[config.mk]
export PLATFORM = sky130hd
export DESIGN_NAME = data_mem_align_unit
export DESIGN_NICKNAME = d
export VERILOG_FILES = /design/src/rtl/data_mem_align_unit.sv
export SDC_FILE = /design/constraint.sdc
export NUM_CORES = 1
export LEC_CHECK = 0
export BUFFER_PORTS_ARGS = -buffer_cell sky130_fd_sc_hd__buf_2
export CORE_MARGIN = 8
export CORE_UTILIZATION = 49
export DETAILED_ROUTE_END_ITERATION = 10
export GPL_TIMING_DRIVEN = 0
export MAX_ROUTING_LAYER = met4
export PLACE_DENSITY_LB_ADDON = 0.25
export REMOVE_ABC_BUFFERS = 1
export SLEW_MARGIN = 20
export SYNTH_ARGS = -nofsm -noshare
export SYNTH_HDL_FRONTEND = slang
export SYNTH_SLANG_ARGS = --single-unit
export TNS_END_PERCENT = 10
[constraint.sdc]
create_clock -name clk -period 1.72 [get_ports clk]
set_input_delay 0.172 -clock clk [delete_from_list [all_inputs] [get_ports clk]]
set_output_delay 0.172 -clock clk [all_outputs]
set_load 0.005 [all_outputs]
[src/rtl/data_mem_align_unit.sv]
// data_mem_align_unit: maps left-justified LSU byte accesses onto a word-wide,
// byte-enabled synchronous RAM. Word-crossing accesses become two RAM accesses,
// and load bytes are gathered back left-justified.
// Ports: LSU request (to_mem_*, mem_*), LSU response (from_mem_*, mem_read_data*),
// RAM port (ram_*). Define DMEM_ALIGN_ERR_EN to add misalign_err and reject
// crossing accesses instead of splitting them.
module data_mem_align_unit #(
  parameter int READ_LATENCY   = 1,
  parameter int RAM_ADDR_WIDTH = 12
) (
  input  logic                      clk,
  input  logic                      rst,
  input  logic                      to_mem_valid,
  output logic                      to_mem_ready,
  input  logic [31:0]               mem_address,
  input  logic [3:0]                mem_write_en,
  input  logic [31:0]               mem_write_data,
  input  logic [3:0]                mem_read_en,
  output logic                      from_mem_valid,
  input  logic                      from_mem_ready,
  output logic [31:0]               mem_read_data,
  output logic                      mem_read_data_valid,
  output logic                      ram_en,
  output logic [RAM_ADDR_WIDTH-1:0] ram_addr,
  output logic [3:0]                ram_we,
  output logic [31:0]               ram_wdata,
  input  logic [31:0]               ram_rdata
`ifdef DMEM_ALIGN_ERR_EN
  ,
  output logic                      misalign_err
`endif
);

  localparam int AW = RAM_ADDR_WIDTH;
  localparam int RL = READ_LATENCY;
  localparam int CW = (RL > 1) ? $clog2(RL) : 1;

  typedef enum logic [2:0] {
    S_IDLE,
    S_ACC0,
    S_ACC1,
    S_WAIT,
    S_RESP
  } state_e;

  state_e          state_q, state_d;
  logic            store_q, store_d;
  logic            load_q, load_d;
  logic            split_q, split_d;
  logic            err_q, err_d;
  logic [1:0]      off_q, off_d;
  logic [3:0]      ren_q, ren_d;
  logic [7:0]      mask_q, mask_d;
  logic [63:0]     wdata_q, wdata_d;
  logic [AW-1:0]   word_q, word_d;
  logic [31:0]     word0_q, word0_d;
  logic [31:0]     word1_q, word1_d;
  logic [CW-1:0]   cnt_q, cnt_d;
  logic [RL-1:0]   pipe_v_q, pipe_v_d;
  logic [RL-1:0]   pipe_s_q, pipe_s_d;

  logic            accept;
  logic            acc_store;
  logic            acc_load;
  logic            acc_split;
  logic [3:0]      acc_en;
  logic [7:0]      acc_mask;
  logic [63:0]     acc_data;
  logic            issue;
  logic            issue_slot;
  logic            resp_load;
  logic [63:0]     cat;
  logic [5:0]      top;
  logic [31:0]     rmask;
  logic            unused_addr;

  assign to_mem_ready = rst && (state_q == S_IDLE);
  assign accept       = to_mem_valid && to_mem_ready;
  assign acc_store    = |mem_write_en;
  assign acc_load     = !acc_store && (|mem_read_en);
  assign acc_en       = acc_store ? mem_write_en : mem_read_en;
  // 8-lane window: lanes 0-3 hit word W, lanes 4-7 spill into W+1
  assign acc_mask     = {acc_en, 4'b0000} >> mem_address[1:0];
  assign acc_split    = |acc_mask[3:0];
  assign acc_data     = {mem_write_data, 32'h0}
                        >> {mem_address[1:0], 3'b000};
  assign unused_addr  = ^mem_address[31:AW+2];

  always_comb begin
    state_d    = state_q;
    store_d    = store_q;
    load_d     = load_q;
    split_d    = split_q;
    err_d      = err_q;
    off_d      = off_q;
    ren_d      = ren_q;
    mask_d     = mask_q;
    wdata_d    = wdata_q;
    word_d     = word_q;
    word0_d    = word0_q;
    word1_d    = word1_q;
    cnt_d      = cnt_q;
    issue      = 1'b0;
    issue_slot = 1'b0;
    ram_en     = 1'b0;
    ram_addr   = '0;
    ram_we     = 4'b0000;
    ram_wdata  = 32'h0;

    unique case (state_q)
      S_IDLE: begin
        if (accept) begin
          store_d = acc_store;
          load_d  = acc_load;
          split_d = acc_split;
          err_d   = 1'b0;
          off_d   = mem_address[1:0];
          ren_d   = mem_read_en;
          mask_d  = acc_mask;
          wdata_d = acc_data;
          word_d  = mem_address[AW+1:2];
          word0_d = 32'h0;
          word1_d = 32'h0;
          if (!acc_store && !acc_load) begin
            state_d = S_RESP;
`ifdef DMEM_ALIGN_ERR_EN
          end else if (acc_split) begin
            err_d   = 1'b1;
            state_d = S_RESP;
`endif
          end else begin
            state_d = S_ACC0;
          end
        end
      end
      S_ACC0: begin
        ram_en     = 1'b1;
        ram_addr   = word_q;
        ram_we     = store_q ? mask_q[7:4] : 4'b0000;
        ram_wdata  = wdata_q[63:32];
        issue      = load_q;
        issue_slot = 1'b0;
        if (split_q) begin
          state_d = S_ACC1;
        end else if (load_q) begin
          state_d = S_WAIT;
          cnt_d   = CW'(RL - 1);
        end else begin
          state_d = S_RESP;
        end
      end
      S_ACC1: begin
        ram_en     = 1'b1;
        ram_addr   = word_q + 1'b1;
        ram_we     = store_q ? mask_q[3:0] : 4'b0000;
        ram_wdata  = wdata_q[31:0];
        issue      = load_q;
        issue_slot = 1'b1;
        if (load_q) begin
          state_d = S_WAIT;
          cnt_d   = CW'(RL - 1);
        end else begin
          state_d = S_RESP;
        end
      end
      S_WAIT: begin
        if (cnt_q == '0) begin
          state_d = S_RESP;
        end else begin
          cnt_d = cnt_q - 1'b1;
        end
      end
      S_RESP: begin
        if (from_mem_ready) begin
          state_d = S_IDLE;
        end
      end
      default: state_d = S_IDLE;
    endcase

    // read tags travel RL cycles so each word lands when the RAM delivers it
    pipe_v_d[0] = issue;
    pipe_s_d[0] = issue_slot;
    for (int i = 1; i < RL; i++) begin
      pipe_v_d[i] = pipe_v_q[i-1];
      pipe_s_d[i] = pipe_s_q[i-1];
    end
    if (pipe_v_q[RL-1]) begin
      if (pipe_s_q[RL-1]) begin
        word1_d = ram_rdata;
      end else begin
        word0_d = ram_rdata;
      end
    end
  end

  always_ff @(posedge clk) begin
    if (!rst) begin
      state_q  <= S_IDLE;
      store_q  <= 1'b0;
      load_q   <= 1'b0;
      split_q  <= 1'b0;
      err_q    <= 1'b0;
      off_q    <= 2'b00;
      ren_q    <= 4'b0000;
      mask_q   <= 8'h00;
      wdata_q  <= 64'h0;
      word_q   <= '0;
      word0_q  <= 32'h0;
      word1_q  <= 32'h0;
      cnt_q    <= '0;
      pipe_v_q <= '0;
      pipe_s_q <= '0;
    end else begin
      state_q  <= state_d;
      store_q  <= store_d;
      load_q   <= load_d;
      split_q  <= split_d;
      err_q    <= err_d;
      off_q    <= off_d;
      ren_q    <= ren_d;
      mask_q   <= mask_d;
      wdata_q  <= wdata_d;
      word_q   <= word_d;
      word0_q  <= word0_d;
      word1_q  <= word1_d;
      cnt_q    <= cnt_d;
      pipe_v_q <= pipe_v_d;
      pipe_s_q <= pipe_s_d;
    end
  end

  assign from_mem_valid      = (state_q == S_RESP);
  assign resp_load           = from_mem_valid && load_q && !err_q;
  assign mem_read_data_valid = resp_load;

  // {word0,word1} shifted left by the byte offset, top 32 bits kept
  assign cat   = {word0_q, word1_q};
  assign top   = 6'd63 - {1'b0, off_q, 3'b000};
  assign rmask = {{8{ren_q[3]}}, {8{ren_q[2]}},
                  {8{ren_q[1]}}, {8{ren_q[0]}}};
  assign mem_read_data = resp_load ? (cat[top -: 32] & rmask) : 32'h0;

`ifdef DMEM_ALIGN_ERR_EN
  assign misalign_err = from_mem_valid && err_q;
`endif

endmodule

==> results.cfg, run 1 <==
[critical_path]
worstPathArrival_ps = 1990
path_max_fanout = 4
start_kind = register
worstSetupPathType = reg2out
endpoint_kind = output port
cp.required_ps = 1550

[sta]
hold_violations = 0
relSlewSlack = 0.3382
finalMaxSlewViolations = 0
min_period_ps = 2158
fin_crit_sh = 1.254
grt_setup_unrepaired = true
skew_ps = 7.262
finalSetupViolations = 95
fin_ws_ps = -437.7
tightest_slew_ps = 992.7
max_freq_mhz = 463.5

[min_path]
hold_class = in2reg

[floorplan]
die_area_um2 = 19980
io-pin-count = 192
rows = 46
coreArea_um2 = 15600
dieHeight_um = 141.3
die_w_um = 141.3
initial_core_util = 0.4935

[place]
port_buffers = 173
gp_congestion = 0.8532
place_area_um2 = 8697
dp_slack_ps = -785.9
dp_cells = 1220
hpwl_um = 14620

[drt]
routedWlPerCell_um = 20.09
drc_errors = 0
firstDrtPassIters = 5
ant_nets = 0
dr.first_iter.drc_count = 696
viasPerCell = 5.985
routed_wl_um = 26740
vias = 7966

[finish]
final_cells = 1331
nets = 1211
synthToLayoutAreaGrowth_pct = 39.35
final_common_cell = nand2_1
design_area_um2 = 10730
drive_above_1_share = 0.3306
final_cell_mix = 154 x nand2_1, 153 x buf_2, 135 x dfxtp_1, 82 x a21oi_1, 70 x nor2_1

[status]
outcome = finished with violations
violations = setup timing

[power]
power_frac_clock = 0.435
p_total_uw = 9314
power.leakage_uw = 0.004335
internal_power_uw = 6898
peakVddDrop_mv = 0.6973
power_frac_seq = 0.394
p_sw_frac = 0.2594
power_density_nw_per_um2 = 868.3
comb_power_share = 0.170
p_sw_uw = 2416

[synthesis]
yosys.area.top_type = dfxtp_1
yosysSeqAreaShare = 0.3771
synth.distinct_cells = 50
syn_avg_cell_area_um2 = 8.468
ys_top_cells_by_area = dfxtp_1 38%, mux4_2 9.7%, nand2_1 7.5%
yosys_warnings = 0
synth_top_area_share = 0.3771
yosys_register_bits = 145
synthArstFlopShare = 0
synth_cells = 909
syn-cell-area_um2 = 7697
synth_edf_count = 0
synth_ff_type = dfxtp_1

[clock_network]
numCtsBuffers = 17
clkTransAtPathRegs_ps = 60
cts_root_buffer = clkbuf_16
clockBufferDepth = 2
clk_latency_ps = 420
clock-sinks = 145
htreeDepth = 4
cts_tree = yes

[global_routing]
grt_pass1_wl_um = 39350
grt_max_degree = 93
grt-ovfl-total = 0
grt_usage = 0.2513
first_global_vias = 7582
antenna_found_initial = 2

[flow_run]
cap_violations = 0
path summary, 6_finish.rpt:
path,from,end,slack (ps),depth (start not counted)
max,word_q[1]$_SDFFE_PN0P_,ram_addr[8],-440,6
min,ram_rdata[14],word1_q[14]$_SDFF_PN0_,10,3
max reg2reg,state_q[0]$_SDFFE_PN0P_,word0_q[25]$_SDFF_PN0_,-20,7
min reg2reg,wdata_q[22]$_SDFFE_PN0P_,wdata_q[22]$_SDFFE_PN0P_,450,2
cells by family (layout without fill, tap and decap cells):
family / after synthesis / after routing / share of synthesized area
and+or+nand+nor: 381 / 384 / 0.2323
adders and majority gates: 1 / 1 / 0.001625
buffers and inverters: 93 / 294 / 0.05234
DFF: 145 / 145 / 0.3771
other: 0 / 2 / 0
muxes: 67 / 67 / 0.1435
xor gates and xnor gates: 2 / 2 / 0.002276
AOI/OAI and AO/OA: 220 / 220 / 0.1908
cell usage after synthesis, drive strengths merged (6+ instances only):
cell type / instances
nand2: 155
mux2i: 17
a22oi: 13
a21oi: 83
mux2: 17
nor3: 6
a22o: 25
and2: 14
nor2: 71
nand3: 62
o211ai: 9
and3: 38
o21ai: 24
clkbuf: 57
a211oi: 19
buf: 32
mux4: 33
dfxtp: 145
or3: 10
a2bb2oi: 32
state kept, by name (all words and copies together), names as in the netlist:
register  flops
load_q        1
mask_q        7
off_q         2
pipe_s_q      1
pipe_v_q      1
ren_q         4
split_q       1
state_q       3
store_q       1
wdata_q      56
word0_q      32
word1_q      24
word_q       12
power by group through the flow:
stage               Combinational [uW]  Sequential, uW  Clock [uW]
floorplan                          608            3700           0
global placement                  1010            3750           0
detailed placement                1090            3740           0
CTS                               1360            3650        4090
global route                      1700            3680        4220
finish                            1590            3670        4060
per-stage QoR:
stage	utilization	hold WS (ps)	setup TNS, ps
detailed placement	0.5576	375.9	-84260
finish	0.6877	13.59	-19050
floorplan	-	271.0	-268590
CTS	0.6630	0.8073	-38960
global placement	0.5415	366.4	-594970
global route	0.6877	18.85	-27450
what timing repair did:
item / CTS / global route
resized for setup: 85 / 22
setup buffers: 21 / 10
endpoints found under the setup margin: 200 / 200
pin swaps: 74 / 6
cloned: 5 / 8
hold buffers: 35 / 0
endpoints found under the hold margin: 39 / 0
routing by layer:
layer	GRT usage	vias up	part of all wire
met1	0.2977	3837	0.41
met2	0.4152	372	0.48
met3	0.05645	64	0.077
li1	-	3693	-
met4	0.08767	0	0.026
met5	-	-	0
final cells by class:
type                    count  area, um2
clock buffers              19      452.9
diodes                      2      5.005
repair buffers            260       2186
inverters                   4      20.02
multi-input cells         674       4676
clock inverters            11      186.4
flip-flops and latches    145       2930
well taps                 216      270.3
fillers                  1232       4871
worst max-delay path: stages (launching register included):
cell and delay (ps):
dfxtp_4 370, ha_4 150, nand3_4 80, or3_4 370, or3_1 330, o21ai_1 110
buf_2 150
(Power assumes the default switching activity.)
==> inputs of run 2 (changes only) <==
Settings changed: RECOVER_POWER set to 25.
==> results.cfg, run 2 (synthesis gave the netlist of run 1 again) <==
[sta]
skew_ps = 7.818
finalSetupViolations = 208
fin_crit_sh = 1.255
whs_ps = 14.71
tightest_slew_ps = 993.7
max_freq_mhz = 463.4
finalMaxSlewViolations = 0
fin_ws_ps = -438.1
hold_violations = 0
grt_setup_unrepaired = true
relSlewSlack = 0.3375
timing.setup.tns_ps = -40830
min_period_ps = 2158

[global_routing]
grt_use_met1 = 0.2977
first_global_vias = 7582
grt_use_met2 = 0.4152
antenna_found_initial = 2
grt-ovfl-total = 0
use_met3 = 0.05645
grt_pass1_wl_um = 39350
grt_usage = 0.2513
grt_max_degree = 93
top_usage_layer = met2

[status]
outcome = finished with violations
violations = setup timing

[min_path]
hold_class = in2reg
hold_path_end = word1_q[26]$_SDFF_PN0_
hold_path_startpoint = ram_rdata[26]
hold_depth = 3

[place]
dp_cells = 1220
gp_congestion = 0.8532
hpwl_um = 14620
port_buffers = 173
place_area_um2 = 8697
dp_slack_ps = -785.9

[clock_network]
numCtsBuffers = 17
clockBufferDepth = 2
cts_tree = yes
clk_latency_ps = 420
clkTransAtPathRegs_ps = 60
htreeDepth = 4
clock-sinks = 145
cts_root_buffer = clkbuf_16

[drt]
routed_wl_um = 26580
dr.first_iter.drc_count = 676
routedWlPerCell_um = 19.97
firstDrtPassIters = 5
ant_nets = 0
viasPerCell = 5.992
vias = 7975
drc_errors = 0

[critical_path]
worstSetupPathType = reg2out
path_cells = or3b_4 > or3_1 > o21ai_1 > buf_2
rrSetupSlack_ps = -270
start_kind = register
worstPathArrival_ps = 1990
path_max_fanout = 12
crit_buf_inv = 1
worst_r2r_path_depth = 7
endpoint_kind = output port
r2r-end = word0_q[20]$_SDFF_PN0_
cp_slowest_cell = or3b_4
cp.required_ps = 1550
critical-path-max-stage-delay_ps = 500
regToRegStartpoint = state_q[0]$_SDFFE_PN0P_
cp_top_family = simple AND/OR/NAND/NOR gates

[floorplan]
rows = 46
io-pin-count = 192
die_w_um = 141.3
dieHeight_um = 141.3
die_area_um2 = 19980
coreArea_um2 = 15600
initial_core_util = 0.4935

[finish]
final_common_cell = nand2_1
largest_reg_flops = 56
nets = 1211
top_register = wdata_q
synthToLayoutAreaGrowth_pct = 39.24
design_area_um2 = 10720
final_cells = 1331
drive_above_1_share = 0.3288
final_cell_mix = 154 x nand2_1, 152 x buf_2, 135 x dfxtp_1, 82 x a21oi_1, 70 x nor2_1
reg_top3 = wdata_q: 56 flops, word0_q: 32 flops, word1_q: 24 flops

[flow_run]
cap_violations = 0

[power]
power.leakage_uw = 0.004327
peakVddDrop_mv = 0.6971
power_density_nw_per_um2 = 868.2
==> run 2: cell count changes in the layout (fill, tap and decap cells not counted), sizes merged <==
cell    delta
clkbuf     +2
buf        -2
==> run 2: final cells by class <==
class,instances,area [um2]
Fill cell,1235,4880
Multi-Input combinational cell,674,4676
Sequential cell,145,2930
Timing Repair Buffer,260,2177
Clock buffer,19,452.9
Tap cell,216,270.3
Clock inverter,11,186.4
Inverter,4,20.02
Antenna cell,2,5.005
==> run 2: metrics by stage <==
| stage | util | power (uW) |
|---|---|---|
| floorplan | - | 4307 |
| global placement | 0.5415 | 4764 |
| detailed placement | 0.5576 | 4832 |
| CTS | 0.6630 | 9108 |
| global route | 0.6871 | 9588 |
| finish | 0.6871 | 9306 |
==> run 2: worst max-delay path by stage <==
stage | start | to | slack (ps) | cells past startpoint
floorplan | state_q[2]$_SDFFE_PN0P_ | wdata_q[32]$_SDFFE_PN0P_ | -1880 | 4
global placement | rst | wdata_q[34]$_SDFFE_PN0P_ | -3560 | 5
detailed placement | mem_address[1] | wdata_q[24]$_SDFFE_PN0P_ | -790 | 4
CTS | word_q[1]$_SDFFE_PN0P_ | ram_addr[8] | -340 | 6
global route | word_q[1]$_SDFFE_PN0P_ | ram_addr[8] | -460 | 6
finish | state_q[1]$_SDFFE_PN0P_ | ram_addr[8] | -440 | 4
==> run 2: tightest hold or removal path, delay by kind of cell <==
| kind | cells | cell delay, ps |
|---|---|---|
| simple gates | 1 | 60 |
| compound gates | 1 | 50 |
| buf+inv | 1 | 110 |
==> run 2: metal layers <==
layer / vias up / share of wire
li1: 3686 / -
met3: 66 / 0.075
met5: - / 0
met4: 0 / 0.027
met2: 366 / 0.48
met1: 3857 / 0.41
==> run 2: timing repair <==
| item | in CTS | in global routing |
|---|---|---|
| pin swaps | 74 | 6 |
| cloned | 5 | 8 |
| buffers inserted | 21 | 10 |
| gates resized for setup | 85 | 22 |
| endpoints found under the hold margin | 39 | 0 |
| hold buffers | 35 | 0 |
| endpoints found under the setup margin | 200 | 200 |
==> run 2: where the power goes <==
| part | switching (uW) | internal, uW | leakage, uW |
|---|---|---|---|
| Combinational | 809 | 769 | 0.00283 |
| Sequential | 172 | 3500 | 0.00118 |
| Clock | 1430 | 2630 | 0.000314 |
==> inputs of run 3 (changes only) <==
Settings changed: PLACE_DENSITY set to 0.82, PLACE_DENSITY_LB_ADDON 0.25 to not set.
Clock period 1.72 ns to 1.7 ns, I/O delays scaled along.
==> results.cfg, run 3 (synthesis gave the netlist of run 1 again) <==
[drt]
dr_wl_met2_um = 13030
firstDrtPassIters = 7
vias = 8142
routedWlPerCell_um = 20.49
ant_nets = 0
route.top_layer_used = met4
routed_wl_um = 27340
viasPerCell = 6.103
wl_met1_um = 10710
drc_errors = 0
wl_met3_um = 2730
dr.first_iter.drc_count = 764

[critical_path]
crit_start = off_q[0]$_SDFFE_PN0P_
critical-path-max-stage-delay_ps = 510
cp_slowest_cell = mux4_2
regToRegStartpoint = state_q[1]$_SDFFE_PN0P_
crit_buf_inv = 2
cp_top_family = multiplexers
worstPathArrival_ps = 1930
cp.required_ps = 1530
endpoint_kind = output port
path_max_fanout = 6
path_cells = clkbuf_16 > mux4_2 > and3_1 > buf_2
start_kind = register
worstSetupPathType = reg2out

[finish]
synthToLayoutAreaGrowth_pct = 41.21
design_area_um2 = 10870
largest_reg_flops = 56
final_cell_mix = 154 x nand2_1, 153 x buf_2, 134 x dfxtp_1, 75 x a21oi_1, 69 x nor2_1
nets = 1214
drive_above_1_share = 0.3554
final_common_cell = nand2_1
reg_top3 = wdata_q: 56 flops, word0_q: 32 flops, word1_q: 24 flops
top_register = wdata_q

[power]
power.leakage_uw = 0.004348
power_frac_clock = 0.447
p_sw_frac = 0.2532
peakVddDrop_mv = 0.7123
power_frac_seq = 0.385
comb_power_share = 0.168
power_density_nw_per_um2 = 886.0
p_total_uw = 9630
p_sw_uw = 2438
internal_power_uw = 7192

[global_routing]
grt_pass1_wl_um = 40340
antenna_found_initial = 1
grt_usage = 0.2587
first_global_vias = 7797
grt_max_degree = 77
grt-ovfl-total = 0

[sta]
finalSetupViolations = 173
timing.setup.tns_ps = -26700
skew_ps = 13.36
hold_violations = 0
min_period_ps = 2103
grt_setup_unrepaired = true
max_freq_mhz = 475.6
fin_ws_ps = -402.6
relSlewSlack = 0.3803
finalMaxSlewViolations = 0
tightest_slew_ps = 927.4
fin_crit_sh = 1.237

[floorplan]
initial_core_util = 0.4935
dieHeight_um = 141.3
io-pin-count = 192
die_area_um2 = 19980
coreArea_um2 = 15600
die_w_um = 141.3
rows = 46

[place]
place_area_um2 = 8673
port_buffers = 173
gp_congestion = 0.8180
dp_slack_ps = -902.6
hpwl_um = 14880

[min_path]
hold_path_startpoint = ram_rdata[31]
hold_class = in2reg

[clock_network]
htreeDepth = 4
clk_latency_ps = 430
clkTransAtPathRegs_ps = 60
numCtsBuffers = 17
clockBufferDepth = 2
clock-sinks = 145
cts_root_buffer = clkbuf_16
cts_tree = yes

[status]
violations = setup timing
outcome = finished with violations

[flow_run]
cap_violations = 0
-- run 3: cell types whose count changed in the layout (fill, tap and decap cells not counted), moves of 6 or more --
cell,before,now
a2bb2oi_1,25,14
a2bb2oi_2,7,17
a21oi_1,82,75
a21oi_2,1,8
buf_12,13,7
buf_4,15,21
-- run 3: path summary, 6_finish.rpt --
kind	to	slack, ps	cells past startpoint
worst max-delay path	mem_read_data[23]	-400	4
worst min-delay path	word1_q[31]$_SDFF_PN0_	9	3
worst max register to register	load_q$_SDFFE_PN0P_	-170	7
worst min register to register	wdata_q[36]$_SDFFE_PN0P_	450	2
-- run 3: worst register-to-register path, cell delays in order (launching register included) --
cell and delay, ps:
dfxtp_4 370, buf_6 130, nor4b_4 220, clkbuf_2 250, buf_6 150, and2_4 390, nand3b_1 150, a21oi_2 150
-- run 3: layout make-up --
cell class / count / area [um2]
well taps: 216 / 270.3
multi-input cells: 675 / 4823
diodes: 1 / 2.502
repair buffers: 262 / 2147
inverters: 4 / 17.52
fillers: 1142 / 4728
clock inverters: 9 / 202.7
clock buffers: 22 / 474.2
flip-flops and latches: 145 / 2932
-- run 3: layer usage --
layer / GRT usage / up-vias
li1: - / 3696
met1: 0.3083 / 3878
met2: 0.4069 / 484
met3: 0.07191 / 84
met4: 0.1086 / 0
met5: - / -
-- run 3: what timing repair did --
action	CTS	global route
hold buffers	34	0
resized for setup	83	59
buffers inserted	19	15
hold endpoints to repair	36	0
endpoints found under the setup margin	202	201
cloned	9	7
pin swaps	98	26
-- run 3: stage by stage --
stage	hold WS, ps	utilization	instances
final	8.643	0.6969	1334
after global routing	-4.302	0.6969	1334
after CTS	0.05057	0.6633	1312
after detailed placement	368.8	0.5561	1219
after global placement	364.2	0.5415	1209
after floorplan	269.0	-	820
-- run 3: power groups by stage --
stage | Combinational, uW | Sequential, uW | Clock [uW]
after floorplan | 615 | 3740 | 0
after global placement | 1010 | 3790 | 0
after detailed placement | 1090 | 3770 | 0
after CTS | 1410 | 3690 | 4340
after global routing | 1730 | 3720 | 4510
final | 1620 | 3710 | 4310
